===== src/rtl/dist_feeder_pkg.sv =====
// Shared definitions for the distribution feeder: default geometry, counter
// width and the FILL/FULL state encoding.
package dist_feeder_pkg;

  localparam int DEF_DATA_WIDTH     = 18;
  localparam int DEF_NUM_INPUT_DATA = 4;
  localparam int DEF_NUM_SUB_MACROS = 4;
  localparam int GROUP_CNT_W        = 16;

  typedef enum logic {
    ST_FILL = 1'b0,
    ST_FULL = 1'b1
  } feeder_state_t;

  // Word counter must be at least one bit wide even for tiny groups.
  function automatic int cnt_width(input int n);
    return (n <= 2) ? 1 : $clog2(n);
  endfunction

endpackage


===== src/rtl/dist_feeder.sv =====
// Gathers N operand words plus one select word into a group and hands the
// pair to the distribution stage through a registered valid/ready output.
module dist_feeder
  import dist_feeder_pkg::*;
#(
  parameter int DATA_WIDTH     = DEF_DATA_WIDTH,
  parameter int NUM_INPUT_DATA = DEF_NUM_INPUT_DATA,
  parameter int NUM_SUB_MACROS = DEF_NUM_SUB_MACROS
) (
  input  logic                                                clk,
  input  logic                                                rst,
  input  logic                                                s_valid,
  output logic                                                s_ready,
  input  logic [DATA_WIDTH-1:0]                               s_data,
  input  logic                                                sel_valid,
  output logic                                                sel_ready,
  input  logic [4*NUM_SUB_MACROS-1:0]                         sel_data,
  input  logic                                                i_flush,
  output logic                                                o_valid,
  input  logic                                                o_ready,
  output logic                                                o_en,
  output logic [NUM_SUB_MACROS*NUM_INPUT_DATA*DATA_WIDTH-1:0] o_data_bus,
  output logic [4*NUM_SUB_MACROS-1:0]                         o_sparse_select,
  output logic [GROUP_CNT_W-1:0]                              o_group_cnt,
  output feeder_state_t                                       o_state
);

  localparam int N  = NUM_SUB_MACROS * NUM_INPUT_DATA;
  localparam int SW = 4 * NUM_SUB_MACROS;
  localparam int CW = cnt_width(N);
  localparam int BW = N * DATA_WIDTH;

  // Handshake: a transfer happens on a rising clk edge where valid && ready are
  // both high; valid never waits on ready, and a held output stays unchanged.
  feeder_state_t          state_q, state_d;
  logic [CW-1:0]          cnt_q, cnt_d;
  logic [BW-1:0]          fill_q, fill_d;
  logic                   sel_cap_q, sel_cap_d;
  logic [SW-1:0]          sel_q, sel_d;
  logic                   out_valid_q, out_valid_d;
  logic [BW-1:0]          out_data_q, out_data_d;
  logic [SW-1:0]          out_sel_q, out_sel_d;
  logic [GROUP_CNT_W-1:0] grp_cnt_q, grp_cnt_d;

  logic word_acc;
  logic sel_acc;
  logic last_word;
  logic hand_off;

  assign s_ready   = (state_q == ST_FILL);
  assign sel_ready = !sel_cap_q;
  assign word_acc  = s_valid && s_ready;
  assign sel_acc   = sel_valid && sel_ready;
  assign last_word = (cnt_q == CW'(N - 1));
  // A flush wins over a pending hand-off so the output register is untouched.
  assign hand_off  = (state_q == ST_FULL) && sel_cap_q &&
                     (!out_valid_q || o_ready) && !i_flush;

  always_comb begin
    state_d     = state_q;
    cnt_d       = cnt_q;
    fill_d      = fill_q;
    sel_cap_d   = sel_cap_q;
    sel_d       = sel_q;
    out_valid_d = out_valid_q;
    out_data_d  = out_data_q;
    out_sel_d   = out_sel_q;
    grp_cnt_d   = grp_cnt_q;

    if (out_valid_q && o_ready) begin
      out_valid_d = 1'b0;
    end

    if (i_flush) begin
      state_d   = ST_FILL;
      cnt_d     = '0;
      sel_cap_d = 1'b0;
    end else begin
      if (sel_acc) begin
        sel_cap_d = 1'b1;
        sel_d     = sel_data;
      end

      case (state_q)
        ST_FILL: begin
          if (word_acc) begin
            for (int k = 0; k < N; k++) begin
              if (cnt_q == CW'(k)) begin
                fill_d[k*DATA_WIDTH +: DATA_WIDTH] = s_data;
              end
            end
            if (last_word) begin
              cnt_d   = '0;
              state_d = ST_FULL;
            end else begin
              cnt_d = cnt_q + CW'(1);
            end
          end
        end
        ST_FULL: begin
          if (hand_off) begin
            out_data_d  = fill_q;
            out_sel_d   = sel_q;
            out_valid_d = 1'b1;
            sel_cap_d   = 1'b0;
            grp_cnt_d   = grp_cnt_q + GROUP_CNT_W'(1);
            state_d     = ST_FILL;
          end
        end
        default: state_d = ST_FILL;
      endcase
    end
  end

  always_ff @(posedge clk or posedge rst) begin
    if (rst) begin
      state_q     <= ST_FILL;
      cnt_q       <= '0;
      fill_q      <= '0;
      sel_cap_q   <= 1'b0;
      sel_q       <= '0;
      out_valid_q <= 1'b0;
      out_data_q  <= '0;
      out_sel_q   <= '0;
      grp_cnt_q   <= '0;
    end else begin
      state_q     <= state_d;
      cnt_q       <= cnt_d;
      fill_q      <= fill_d;
      sel_cap_q   <= sel_cap_d;
      sel_q       <= sel_d;
      out_valid_q <= out_valid_d;
      out_data_q  <= out_data_d;
      out_sel_q   <= out_sel_d;
      grp_cnt_q   <= grp_cnt_d;
    end
  end

  assign o_valid         = out_valid_q;
  assign o_en            = out_valid_q;
  assign o_data_bus      = out_data_q;
  assign o_sparse_select = out_sel_q;
  assign o_group_cnt     = grp_cnt_q;
  assign o_state         = state_q;

endmodule


===== config.mk =====
export PLATFORM = sky130hd
export DESIGN_NAME = dist_feeder
export DESIGN_NICKNAME = d
export VERILOG_FILES = /design/src/rtl/dist_feeder_pkg.sv /design/src/rtl/dist_feeder.sv
export SDC_FILE = /design/constraint.sdc
export NUM_CORES = 1
export LEC_CHECK = 0
export CORE_MARGIN = 2
export CORE_UTILIZATION = 38
export CTS_CLUSTER_SIZE = 28
export DETAILED_ROUTE_END_ITERATION = 8
export PLACE_DENSITY = 0.56
export SETUP_SLACK_MARGIN = 0.05
export SKIP_CTS_REPAIR_TIMING = 1
export SYNTH_ARGS = -nofsm -noshare
export SYNTH_HDL_FRONTEND = slang
export SYNTH_SLANG_ARGS = --single-unit

===== constraint.sdc =====
create_clock -name clk -period 25.7 [get_ports clk]
set_input_delay 2.57 -clock clk [delete_from_list [all_inputs] [get_ports clk]]
set_output_delay 2.57 -clock clk [all_outputs]
set_load 0.03 [all_outputs]

==> results.toml, run 1 <==
[sta]
finalCriticalPeriod_ns = 5.85
fin_ws_ns = 19.85
hold_viol = 0
period_share_pct = 22.7
worst_pin_slew_ns = 1.23
grt_setup_unrepaired = "false"
skew_ns = 0.0146
slew_violations = 0
fmax_mhz = 171
setup_viol = 0
relSlewSlack_pct = 18.0
fin_setup_tns_ns = 0
fin_hold_ws_ns = 0.449

[power]
combPwrFrac_pct = 3.9
powerDensity_mw_per_mm2 = 70.8
design_power_total_mw = 2.18
sequentialPowerShare_pct = 48.1
clkPwrFrac_pct = 48.0
switching_share_pct = 21.7
p_sw_mw = 0.474
ir_worst_vdd_mv = 0.0406
leakagePower_nw = 15.7
p_int_mw = 1.71

[route]
dr.max_layer_used = "met5"
drt-pass1-iter-count = 5
drc = 0
drt-total-wl_um = 66600
wl_per_cell_um = 20.1
vias_per_cell = 4.81
initialDrtViolationCount = 1179
dr_wl_met3_um = 3450
route.met2.wl_um = 30900
ant_nets = 0
m1WireLength_um = 30900
routed-via-count = 15940

[placed_design]
hpwl_um = 40700
dp_cells = 3195
pre_cts_ws_ns = 19.25
io_buffer_count = 364
gp_congestion = 0.764

[synth]
synth_top_area_share_pct = 66.1
syn-cell-area_mm2 = 0.0239
synth.most_common_cell = "nand2_1"
async_reset_ff_share_pct = 100
ys_ff_latch = 631
synth_top_area_cell = "dfrtp_1"
synthFlopType = "dfrtp_1"
syn-num-nets = 2114
yosys_warnings = 0
synth_edf_count = 0
ys_top_cells_by_count = "nand2_1 (935), dfrtp_1 (631), mux2_2 (304), clkbuf_1 (56), buf_2 (40)"
syn_area_per_cell_um2 = 11.6
synth_seq_area_share_pct = 66.1
synth_cell_types = 31
netlist_instances = 2069
synthTopCellsByArea = "dfrtp_1 (66%), nand2_1 (15%), mux2_2 (14%)"

[finish]
drive_gt1_share_pct = 19.0
fin_nets = 2474
nFillCells = 5574
final_cells = 3317
areaGrowthSynthToFinish_pct = 28.7

[cts]
ctsRootBufferMaster = "clkbuf_16"
cts.htree.levels = 3
numCtsBuffers = 69
cts_tree = "yes"
clk_pin_slew_ns = 0.06
insertion_delay_ns = 0.60
clkSinkCount = 631
clk_path_buf_depth = 3

[setup_path]
critical_path.startpoint_type = "primary input"
crit_slowest_cell = "buf_4"
slowest_delay_ns = 0.85
cp_common_cell = "buf_4"
critPathKind = "in2reg"
cp_data_arrival_time_ns = 6.37
path_max_fanout = 82
worst_ep_required_time_ns = 26.22
cp-end-kind = "flop"
crit_chain = "clkdlybuf4s50_1 -> buf_4 -> nand3b_1 -> nand2b_4 -> buf_4 -> buf_4 -> nand2_1 -> nand2_1"

[floorplan]
die_w_um = 255
ioPinCount = 365
die_height_um = 255
dieArea_mm2 = 0.0649
placement_rows = 91
core-area_mm2 = 0.0619
start_util_pct = 38.6

[worst_hold_path]
worst_hold_path_type = "reg2reg"

[global_route]
grt_overflow_total = 0
antenna_found_initial = 8
grt_usage_pct = 20.6
grt_pass1_wl_um = 100000
grt_pass1_vias = 15929
grt_max_degree = 207

[run]
cap_violations = 0

[run_status]
status = "completed"
sequential cells by signal, indices dropped and copies added (netlist names):
register         flops
cnt_q                4
o_sparse_select     16
o_en                 1
o_group_cnt         16
fill_q             288
sel_q               16
o_state              1
o_data_bus         288
sel_cap_q            1
critical path, delay by kind of cell:
kind          cells  cell delay [ns]
buf+inv           4             2.30
simple gates      4             1.32
cells in the final DEF (no fill, tap or decap), types with 2 or more instances in the layout:
cell type          n
buf_4             32
and2b_1            2
nor2_2             7
clkinv_2           9
xor2_1             8
nor3_1             7
clkdlybuf4s50_1  364
ha_1               5
nor2_1             5
and3_1             2
inv_6              7
clkbuf_16         71
dfrtp_1          631
bufinv_16          8
nor2b_1            4
a21oi_1            5
nand2b_1           3
clkbuf_1           6
nand3_1            7
and4_1             2
nor4_2             2
nor3_4             2
clkbuf_8          18
xnor2_1            8
nor4_1             3
nand4_2            4
inv_1              6
mux2_2           304
nand2_1          935
worst paths after layout:
check,start,end,slack [ns],cells past startpoint
max,i_flush,o_sparse_select[5],19.85,8
min,fill_q[123],o_data_bus[123],0.45,2
max reg2reg,o_state,o_sparse_select[5],22.00,6
min reg2reg,fill_q[123],o_data_bus[123],0.45,2
max in group asynchronous,rst,o_data_bus[259],20.68,4
min in group asynchronous,rst,o_group_cnt[6],2.50,2
metrics by stage:
step	utilization [%]	cell area (um2)
2_1_floorplan	-	23900
3_3_place_gp	45.8	28400
3_5_place_dp	45.8	28400
4_1_cts	49.7	30800
5_1_grt	49.7	30800
6_report	49.7	30800
final cells by class:
class	count	area, um2	share of cell area, %
Multi-Input combinational cell	1323	7580	24.6
Antenna cell	1	2.50	0.00813
Timing Repair Buffer	397	3900	12.7
Inverter	7	33.8	0.110
Sequential cell	631	15800	51.3
Tap cell	837	1050	3.40
Clock buffer	95	2050	6.65
Clock inverter	26	363	1.18
cells by family after synthesis:
family | after synthesis | synth area share [%]
buf+inv | 115 | 2.28
flops | 631 | 66.1
fa+ha+maj | 5 | 0.262
compound gates | 6 | 0.126
xor+xnor | 16 | 0.586
simple gates | 992 | 16.4
mux | 304 | 14.3
per-layer routing:
layer	vias to the layer above	GRT usage, %
met1	8143	30.0
li1	7328	-
met4	2	5.91
met2	393	31.8
met3	74	3.63
met5	-	0
power groups by stage:
stage	Clock [mW]	Combinational [mW]	Sequential [mW]
final	1.05	0.0850	1.05
after floorplan	0	0.0554	1.06
after CTS	1.07	0.0882	1.05
after global routing	1.12	0.0940	1.05
after global placement	0	0.0855	1.06
after detailed placement	0	0.0880	1.07
No activity file was read; power rests on OpenSTA's default activity.
==> run 2: changes to the inputs <==
==> constraint.sdc (replaced) <==
create_clock -name clk -period 5.7 [get_ports clk]
set_input_delay 0.57 -clock clk [delete_from_list [all_inputs] [get_ports clk]]
set_output_delay 0.57 -clock clk [all_outputs]
set_load 0.03 [all_outputs]
==> results.toml, run 2 (synthesis results as in run 1) <==
[run_status]
status = "completed"

[global_route]
grt_pass1_vias = 16262
met1_usage_pct = 28.8
grt_max_degree = 174
top_usage_layer = "met2"
met2_usage_pct = 32.7
grt_pass1_wl_um = 99800
use_met3_pct = 3.53
antenna_found_initial = 7
grt_overflow_total = 0
grt_usage_pct = 20.5

[sta]
period_share_pct = 53.4
worst_pin_slew_ns = 1.19
grt_setup_unrepaired = "false"
setup_viol = 0
relSlewSlack_pct = 20.7
hold_viol = 0
fin_setup_tns_ns = 0
finalCriticalPeriod_ns = 3.04
slew_violations = 0
skew_ns = 0.0220
fmax_mhz = 328

[worst_hold_path]
holdPathStages = 2
worstHoldStart = "fill_q[130]"
whs_endpoint = "o_data_bus[130]"
worst_hold_path_type = "reg2reg"

[route]
wl_per_cell_um = 19.9
initialDrtViolationCount = 1076
routed-via-count = 15965
drt-total-wl_um = 66400
ant_nets = 0
drt-pass1-iter-count = 5
vias_per_cell = 4.80
drc = 0

[floorplan]
core-area_mm2 = 0.0619
die_height_um = 255
die_w_um = 255
dieArea_mm2 = 0.0649
ioPinCount = 365
start_util_pct = 38.6
placement_rows = 91

[finish]
fin_nets = 2481
drive_gt1_share_pct = 19.0
fin_area_mm2 = 0.0309
final_common_cell = "nand2_1"
areaGrowthSynthToFinish_pct = 29.2
layout_common_cells = "nand2_1 (935), dfrtp_1 (631), clkdlybuf4s50_1 (364)"
nFillCells = 5611

[cts]
ctsRootBufferMaster = "clkbuf_16"
insertion_delay_ns = 0.60
cts.htree.levels = 3
numCtsBuffers = 69
clkSinkCount = 631
clk_path_buf_depth = 3
clk_pin_slew_ns = 0.06
cts_tree = "yes"

[setup_path]
critPathKind = "in2reg"
startpoint = "i_flush"
crit_slowest_cell = "clkdlybuf4s50_1"
reg2regPathDepth = 5
slowest_delay_ns = 0.89
worst_ep_required_time_ns = 6.23
r2r_start = "o_state"
cp_common_cell = "nand2_1"
r2r_slack_ns = 3.05
cp_data_arrival_time_ns = 3.57
r2r-end = "o_data_bus[4]"
path_max_fanout = 138
cp-end-kind = "flop"
crit_chain = "clkdlybuf4s50_1 -> nand3b_1 -> nand2b_4 -> buf_12 -> nand2_1 -> nand2_1"
critical_path.startpoint_type = "primary input"

[power]
ir_worst_vdd_mv = 0.202
design_power_total_mw = 9.76
leakagePower_nw = 15.7
powerDensity_mw_per_mm2 = 316

[placed_design]
io_buffer_count = 364
hpwl_um = 41200
gp_congestion = 0.792
placed_area_mm2 = 0.0285

[run]
cap_violations = 0
run 2: changes by cell type in the layout (fill, tap and decap cells not counted):
| cell | before | now |
|---|---|---|
| clkbuf_16 | 71 | 73 |
| inv_16 | 0 | 1 |
| bufinv_16 | 8 | 7 |
| buf_12 | 1 | 9 |
| clkinv_4 | 1 | 0 |
| clkbuf_8 | 18 | 10 |
| diode_2 | 1 | 2 |
| inv_6 | 7 | 2 |
| clkbuf_1 | 6 | 16 |
| clkinv_2 | 9 | 10 |
| clkinvlp_4 | 1 | 6 |
| buf_4 | 32 | 31 |
run 2: cell type report:
cell class / count / area, um2 / share of cell area [%]
sequential: 631 / 15800 / 51.1
multi-input combinational: 1323 / 7580 / 24.6
timing repair buffer: 404 / 4060 / 13.1
clock buffer: 99 / 2020 / 6.56
tap: 837 / 1050 / 3.39
clock inverter: 26 / 347 / 1.12
inverter: 7 / 30.0 / 0.0972
antenna: 2 / 5.00 / 0.0162
run 2: worst max path at each step:
stage	end	depth (start not counted)
finish	o_data_bus[4]	6
global route	o_data_bus[5]	6
CTS	o_data_bus[193]	6
detailed placement	o_data_bus[193]	6
global placement	o_sparse_select[14]	6
floorplan	cnt_q[0]	1
run 2: where the power goes:
part	total (mW)	switching, mW	internal, mW
combinational	0.392	0.220	0.173
clock	4.64	1.84	2.81
sequential	4.73	0.0822	4.65
run 2: worst max-delay path: cells and delay by family:
| kind | cells | cell delay, ns |
|---|---|---|
| buffers and inverters | 2 | 1.37 |
| and+or+nand+nor | 4 | 1.39 |
run 2: per-stage QoR:
| stage | util [%] | instances | hold WS, ns | worst slack [ns] |
|---|---|---|---|---|
| global placement | 46.0 | 3202 | 0.441 | 2.22 |
| CTS | 49.9 | 3327 | 0.457 | 2.70 |
| finish | 49.9 | 3329 | 0.455 | 2.66 |
| floorplan | - | 2069 | 0.433 | -3.49 |
| detailed placement | 46.0 | 3202 | 0.447 | 2.06 |
| global route | 49.9 | 3327 | 0.476 | 2.49 |
run 2: layer usage:
metal  part of all wire, %  routed length, um
met2                    47              31200
met5                     0                  0
met3                   5.5               3660
met4                   1.9               1260
met1                    46              30200
